### src/rtl/rf_access_pkg.sv
// rf_access_pkg: shared definitions for the register-file access controller.
//   state_t       - controller FSM states
//   WB_SRC_*      - encoding of the writeback source select
//   TIMEOUT_DATA  - value returned for an operand whose RF read timed out
package rf_access_pkg;

    localparam int unsigned DATA_W = 32;
    localparam int unsigned ADDR_W = 5;

    typedef enum logic [2:0] {
        IDLE   = 3'd0,
        WR_REQ = 3'd1,
        WR_REL = 3'd2,
        RD_REQ = 3'd3,
        RD_REL = 3'd4,
        RSP    = 3'd5
    } state_t;

    localparam logic WB_SRC_ALU = 1'b0;
    localparam logic WB_SRC_LSU = 1'b1;

    localparam logic [DATA_W-1:0] TIMEOUT_DATA = 32'hDEADBEEF;

endpackage

### src/rtl/rf_hs_port.sv
// rf_hs_port: one four-phase req/ack channel towards the register file.
// Ports:
//   clk, rst_n  - clock (rising edge), asynchronous active-low reset
//   start       - raise req on the next edge
//   abort       - drop req on the next edge without a completed ack
//   ack         - acknowledge from the register file
//   req         - request to the register file (registered)
//   hit         - ack accepted this cycle; req drops on the next edge
// An ack that is already high when the request is raised is stale (left
// over from the previous transfer), so the channel only arms once ack has
// been observed low while req is asserted.
module rf_hs_port (
    input  logic clk,
    input  logic rst_n,
    input  logic start,
    input  logic abort,
    input  logic ack,
    output logic req,
    output logic hit
);

    logic armed;

    assign hit = req && armed && ack;

    always_ff @(posedge clk or negedge rst_n) begin
        if (!rst_n) begin
            req   <= 1'b0;
            armed <= 1'b0;
        end else if (start) begin
            req   <= 1'b1;
            armed <= !ack;
        end else if (hit || abort) begin
            req   <= 1'b0;
            armed <= 1'b0;
        end else if (req && !ack) begin
            armed <= 1'b1;
        end
    end

endmodule

### src/rtl/rf_access_ctrl.sv
// rf_access_ctrl: serialises operand fetches and writebacks onto a
// four-phase register-file interface.
// Ports:
//   clk_i, rst_ni                  - clock, asynchronous active-low reset
//   rd_valid_i/rd_ready_o          - operand fetch request (raddr_*, use_*)
//   rsp_valid_o/rsp_ready_i        - operand response (rdata_a_o, rdata_b_o)
//   wb_valid_i/wb_ready_o          - writeback (wb_addr_i, wb_src_i, data)
//   rf_req_*_o / rf_ack_*_i        - RF four-phase handshakes (ra, rb, w)
//   rf_raddr_*, rf_waddr_o, rf_wdata_*_o, rf_soursel_o, rf_rdata_*_i
//   err_timeout_o                  - sticky timeout flag
// Build option: define RF_ACCESS_TIMEOUT_EN to bound each RF request to
// TimeoutCycles cycles; without it requests wait indefinitely and
// err_timeout_o is constant 0.
module rf_access_ctrl
    import rf_access_pkg::*;
#(
    parameter int unsigned TimeoutCycles = 64
) (
    input  logic        clk_i,
    input  logic        rst_ni,
    input  logic        rd_valid_i,
    output logic        rd_ready_o,
    input  logic [4:0]  raddr_a_i,
    input  logic [4:0]  raddr_b_i,
    input  logic        use_a_i,
    input  logic        use_b_i,
    output logic        rsp_valid_o,
    input  logic        rsp_ready_i,
    output logic [31:0] rdata_a_o,
    output logic [31:0] rdata_b_o,
    input  logic        wb_valid_i,
    output logic        wb_ready_o,
    input  logic [4:0]  wb_addr_i,
    input  logic        wb_src_i,
    input  logic [31:0] wb_data_alu_i,
    input  logic [31:0] wb_data_lsu_i,
    output logic        rf_req_ra_o,
    output logic        rf_req_rb_o,
    output logic        rf_req_w_o,
    input  logic        rf_ack_ra_i,
    input  logic        rf_ack_rb_i,
    input  logic        rf_ack_w_i,
    output logic [4:0]  rf_raddr_a_o,
    output logic [4:0]  rf_raddr_b_o,
    output logic [4:0]  rf_waddr_o,
    output logic [31:0] rf_wdata_alu_o,
    output logic [31:0] rf_wdata_lsu_o,
    output logic        rf_soursel_o,
    input  logic [31:0] rf_rdata_a_i,
    input  logic [31:0] rf_rdata_b_i,
    output logic        err_timeout_o
);

    if (TimeoutCycles < 1) begin : g_cfg_check
        $error("TimeoutCycles must be at least 1");
    end

    state_t state;
    logic   issued_a, issued_b;
    logic   accept_wb, accept_rd;
    logic   need_a, need_b;
    logic   hit_ra, hit_rb, hit_w;
    logic   wr_done, rd_done;
    logic   timeout, abort_w, abort_rd;

    // Writeback wins over a simultaneous read so a read never overtakes an
    // older write to the same register.
    assign wb_ready_o  = (state == IDLE);
    assign rd_ready_o  = (state == IDLE) && !wb_valid_i;
    assign rsp_valid_o = (state == RSP);

    assign accept_wb = wb_valid_i && wb_ready_o;
    assign accept_rd = rd_valid_i && rd_ready_o;

    // Register 0 reads as zero and unused operands need no RF traffic.
    assign need_a = use_a_i && (raddr_a_i != 5'd0);
    assign need_b = use_b_i && (raddr_b_i != 5'd0);

    assign wr_done = hit_w;
    assign rd_done = (!rf_req_ra_o || hit_ra) && (!rf_req_rb_o || hit_rb);

`ifdef RF_ACCESS_TIMEOUT_EN
    localparam int unsigned CntW = $clog2(TimeoutCycles + 1);

    logic [CntW-1:0] tcnt;

    always_ff @(posedge clk_i or negedge rst_ni) begin
        if (!rst_ni) begin
            tcnt <= '0;
        end else if (state == WR_REQ || state == RD_REQ) begin
            tcnt <= tcnt + 1'b1;
        end else begin
            tcnt <= '0;
        end
    end

    // Fires on the TimeoutCycles-th cycle spent waiting in a REQ state.
    assign timeout = (state == WR_REQ || state == RD_REQ)
                     && (tcnt == CntW'(TimeoutCycles - 1));

    always_ff @(posedge clk_i or negedge rst_ni) begin
        if (!rst_ni) begin
            err_timeout_o <= 1'b0;
        end else if (abort_w || abort_rd) begin
            err_timeout_o <= 1'b1;
        end
    end
`else
    assign timeout       = 1'b0;
    assign err_timeout_o = 1'b0;
`endif

    // A completion on the same edge as the timeout takes precedence.
    assign abort_w  = (state == WR_REQ) && timeout && !wr_done;
    assign abort_rd = (state == RD_REQ) && timeout && !rd_done;

    rf_hs_port u_port_ra (
        .clk   (clk_i),
        .rst_n (rst_ni),
        .start (accept_rd && need_a),
        .abort (abort_rd),
        .ack   (rf_ack_ra_i),
        .req   (rf_req_ra_o),
        .hit   (hit_ra)
    );

    rf_hs_port u_port_rb (
        .clk   (clk_i),
        .rst_n (rst_ni),
        .start (accept_rd && need_b),
        .abort (abort_rd),
        .ack   (rf_ack_rb_i),
        .req   (rf_req_rb_o),
        .hit   (hit_rb)
    );

    rf_hs_port u_port_w (
        .clk   (clk_i),
        .rst_n (rst_ni),
        .start (accept_wb),
        .abort (abort_w),
        .ack   (rf_ack_w_i),
        .req   (rf_req_w_o),
        .hit   (hit_w)
    );

    always_ff @(posedge clk_i or negedge rst_ni) begin
        if (!rst_ni) begin
            state          <= IDLE;
            issued_a       <= 1'b0;
            issued_b       <= 1'b0;
            rf_waddr_o     <= '0;
            rf_wdata_alu_o <= '0;
            rf_wdata_lsu_o <= '0;
            rf_soursel_o   <= WB_SRC_ALU;
            rf_raddr_a_o   <= '0;
            rf_raddr_b_o   <= '0;
            rdata_a_o      <= '0;
            rdata_b_o      <= '0;
        end else begin
            case (state)
                IDLE: begin
                    if (accept_wb) begin
                        rf_waddr_o     <= wb_addr_i;
                        rf_wdata_alu_o <= wb_data_alu_i;
                        rf_wdata_lsu_o <= wb_data_lsu_i;
                        rf_soursel_o   <= wb_src_i;
                        state          <= WR_REQ;
                    end else if (accept_rd) begin
                        rf_raddr_a_o <= raddr_a_i;
                        rf_raddr_b_o <= raddr_b_i;
                        issued_a     <= need_a;
                        issued_b     <= need_b;
                        rdata_a_o    <= '0;
                        rdata_b_o    <= '0;
                        state        <= (need_a || need_b) ? RD_REQ : RSP;
                    end
                end
                WR_REQ: begin
                    if (wr_done || abort_w) begin
                        state <= WR_REL;
                    end
                end
                WR_REL: begin
                    if (!rf_ack_w_i) begin
                        state <= IDLE;
                    end
                end
                RD_REQ: begin
                    if (hit_ra) begin
                        rdata_a_o <= rf_rdata_a_i;
                    end else if (abort_rd && rf_req_ra_o) begin
                        rdata_a_o <= TIMEOUT_DATA;
                    end
                    if (hit_rb) begin
                        rdata_b_o <= rf_rdata_b_i;
                    end else if (abort_rd && rf_req_rb_o) begin
                        rdata_b_o <= TIMEOUT_DATA;
                    end
                    if (rd_done || abort_rd) begin
                        state <= RD_REL;
                    end
                end
                RD_REL: begin
                    if ((!issued_a || !rf_ack_ra_i) && (!issued_b || !rf_ack_rb_i)) begin
                        state <= RSP;
                    end
                end
                RSP: begin
                    if (rsp_ready_i) begin
                        state <= IDLE;
                    end
                end
                default: state <= IDLE;
            endcase
        end
    end

endmodule
### config.mk
export PLATFORM = sky130hd
export DESIGN_NAME = rf_access_ctrl
export DESIGN_NICKNAME = d
export VERILOG_FILES = /design/src/rtl/rf_access_pkg.sv /design/src/rtl/rf_hs_port.sv /design/src/rtl/rf_access_ctrl.sv
export SDC_FILE = /design/constraint.sdc
export NUM_CORES = 1
export LEC_CHECK = 0
export ABC_CLOCK_PERIOD_IN_PS = 5500
export BUFFER_PORTS_ARGS = -buffer_cell sky130_fd_sc_hd__buf_2
export CAP_MARGIN = 20
export CORE_AREA = 2 2 120 122
export CTS_CLUSTER_SIZE = 16
export DETAILED_ROUTE_END_ITERATION = 8
export DIE_AREA = 0 0 122 124
export MAX_ROUTING_LAYER = met4
export PLACE_DENSITY = 0.78
export SLEW_MARGIN = 0
export SYNTH_ARGS = -nofsm -noshare
export SYNTH_HDL_FRONTEND = slang
export SYNTH_HIERARCHICAL = 1
export SYNTH_SLANG_ARGS = --single-unit
export TNS_END_PERCENT = 50
### constraint.sdc
create_clock -name clk_i -period 5.5 [get_ports clk_i]
set_clock_uncertainty 0.2 [all_clocks]
set_input_delay 0.55 -clock clk_i [delete_from_list [all_inputs] [get_ports clk_i]]
set_output_delay 0.55 -clock clk_i [all_outputs]
set_load 0.005 [all_outputs]
==> out/summary.md <==
• complete, no violations — status
• input pin to async pin — path type of the worst min-delay path
• 22.0% — aggregate global-route resource usage
• 122 um — Die W
• 0 — count of max-cap constraint violations
• 155 — number of sinks driven by the clock tree
• 11,800 um — half-perimeter wire length of the detailed placement result
• 60.7% — sequential element share of the synthesized area
• 0 — post-CTS setup buffers
• 8.05% — compound-gate portion of the synthesized area
• 48.7% — share of the clock period used by the worst path after layout
• 2820 ps — PnR worst setup slack
• 38 — number of distinct standard cells referenced by the synthesized netlist
• 303 — number of I/O port buffers
• 2 — Max clock buf depth
• 5590 ps — WP data required
• 0 — antenna-violating nets left
• 0 — count of endpoints failing setup in the final report
• 2680 ps — time the final worst path needs with I/O delays and setup
• 109 — pin count of the biggest net entering global routing
• flip-flop — Critical Path End Type
• flip-flop — launching element type of the critical path
• 124 um — y dimension of the die
• 0.00639 mm^2 — post-synthesis instance area
• 155 — number of storage elements in the synthesis netlist
• 0 — number of synthesized flops with an enable pin
• 4 — Max H-tree Level
• 2840 ps — pre-CTS setup slack
• 16.0 um — routed len/inst
• 60.7% — proportion of netlist area held by the largest area contributor
• 4.94 — via-per-instance ratio
• 534 — number of standard cells after synthesis
• 0 — number of hold buffers added after CTS
• dfrtp_1, inv_1, mux2_2, o21ai_0, nand3_1 — Synth top cells by count
• 0 — remaining design rule violation count
• 4,705 — via count of the first global-routing pass
• 35.7% — worst rel slew slack
• 0.00207 mm^2 — combined area of the multi-input logic cells
• 24,500 um — global-route wire length before repair
• 73 — largest fanout of any net on the critical path
• 6 — yosys warns
• 991 — number of nets at the end of the flow
• 0% — share of the synthesized netlist area taken by xor and xnor gates
• 3 — number of antenna violations at the first check in global routing
• 14.3 ps — Fin Hold WS
• 0 — post-CTS resize count
• 1,134 — number of fill cells in the layout
• 46.6% — starting density of the core
• 12.0 um^2 — Mapped Avg Cell Area
• 0.00801 mm^2 — Cell Area, Placed
• 100% — async set-or-reset flop fraction in the synthesized netlist
• 0.0151 mm^2 — die area
• 564 mW/mm^2 — power density over the cells
• dfrtp_1, mux2_2, o21ai_0 — largest cells by area after synthesis
• 4 — number of iterations in the first detailed-routing pass
• 17 — Inserted Clock Buffers
• 43 — cell row count
• 305 — top-level I/O count
• 50.2% — fraction of final layout cells sized beyond drive strength 1
• 14.5% — proportion of synthesized area in mux cells
• 309 — iteration-0 DRC count of the detailed router
• 8.89% — simple-gate share of the synthesized area
• dfrtp_1 — Main synth FF type
• 5.82% — Global Route met3 Usage
• met2 — most heavily used metal layer in global routing
• 0% — Synth Area in Adders
• 0.00862 mm^2 — Non-Filler Cell Area, Final
• 0.0137 mm^2 — Placeable Area
• false — unrepaired setup endpoints after global routing
• 0.00436 uW — leakage power of the design
• 0 — Final Hold Violating Endpoints
• 0 ps — sum of negative setup slack
• 965 ps — transition time at the pin with the least slew margin
• dfrtp_1 — most common cell in the netlist
• 0.240 mV — largest vdd supply drop
• multiplexers — main combinational cell family by area after synthesis
• 373 MHz — Achievable Freq
• 16,600 um — total routed wirelength
• built — clock tree from TritonCTS
• 25.9% — met1 routing resource usage after global routing
• clkbuf_16 — Clock Root Buffer
• 410 ps — clk_lat worst skew
• 35.5% — met2 Resource Use GR
• dfrtp_1 — most area-hungry cell type in the Yosys netlist
• 4860 uW — sum of internal, switching and leakage power
• 0.861 — GP Congestion
• 0 — Final Max Slew Viols
• 0 — GRT overflow
• 60 ps — clock slew at the register clock pins of the worst setup and hold paths
• 5,095 — DR vias
• 2820 ps — flop2flop setup slack
• 0.00388 mm^2 — sequential cell area in the final layout
• flip-flop to flip-flop — critical setup path kind
• 2770 ps — arrival time worst endpoint
• 35.0% — Area Overhead vs Synth
==> where the power goes <==
group	switching, uW	internal, uW	leakage [uW]	total (uW)
Sequential	310	1710	0.00195	2020
Clock	448	750	0.000293	1200
Combinational	775	870	0.00211	1650
==> cell type report <==
class | count | area share (%)
flip-flops and latches | 155 | 45.0
multi-input cells | 281 | 24.0
repair buffers | 307 | 18.0
clock buffers | 22 | 5.50
inverters | 75 | 3.26
well taps | 180 | 2.61
clock inverters | 9 | 1.58
diodes | 3 | 0.0870
==> kinds of logic after synthesis <==
| group | Yosys count |
|---|---|
| flops | 155 |
| compound gates | 89 |
| mux | 80 |
| simple gates | 102 |
| buf+inv | 107 |
| other cells | 1 |
==> cells in the final DEF, fill, tap and decap left out, drive strengths merged, types with 2 or more instances in the layout <==
cell / n
a211o: 3
a21o: 2
a31o: 3
and3: 4
buf: 307
bufinv: 3
clkbuf: 22
clkinv: 3
clkinvlp: 2
conb: 10
dfrtp: 155
diode: 3
inv: 76
mux2: 80
nand2: 5
nand2b: 4
nand3: 65
nor2: 6
nor2b: 3
nor3: 2
nor3b: 3
nor4b: 3
o211ai: 2
o21ai: 70
o22ai: 2
o31ai: 2
or4: 2
==> through the flow <==
step                cells  util [%]
detailed placement    998      58.4
CTS                  1029      62.8
finish               1032      62.9
global placement      998      58.4
floorplan             543         -
global route         1032      62.9
==> routing by layer <==
layer	vias up	part of all wire, %
met2	198	51
li1	2411	-
met3	31	6.8
met5	-	0
met1	2455	39
met4	0	2.5
==> flip-flops by register name (all words and copies together) (netlist names), 3 cells and up <==
register / flops
rf_wdata_lsu_o: 32
state: 3
rdata_a_o: 32
rf_raddr_b_o: 5
rf_waddr_o: 5
rf_raddr_a_o: 5
rdata_b_o: 32
rf_wdata_alu_o: 32
==> worst max-delay path: stages (launching register included) <==
cell     delay, ps
dfrtp_1        500
or3_1          490
inv_1          130
and2_4         780
mux2_2         430
==> path summary, 6_finish.rpt <==
kind | startpoint | end | depth (start not counted)
max in group asynchronous | rst_ni | rf_raddr_a_o[1] | 2
worst min register to register | issued_b | issued_b | 1
worst max-delay path | state[0] | rf_wdata_alu_o[2] | 4
worst max register to register | state[0] | rf_wdata_alu_o[2] | 4
min in group clk_i | rf_rdata_b_i[13] | rdata_b_o[13] | 3
worst min-delay path | rst_ni | rf_wdata_lsu_o[7] | 1
(Power assumes the default switching activity.)
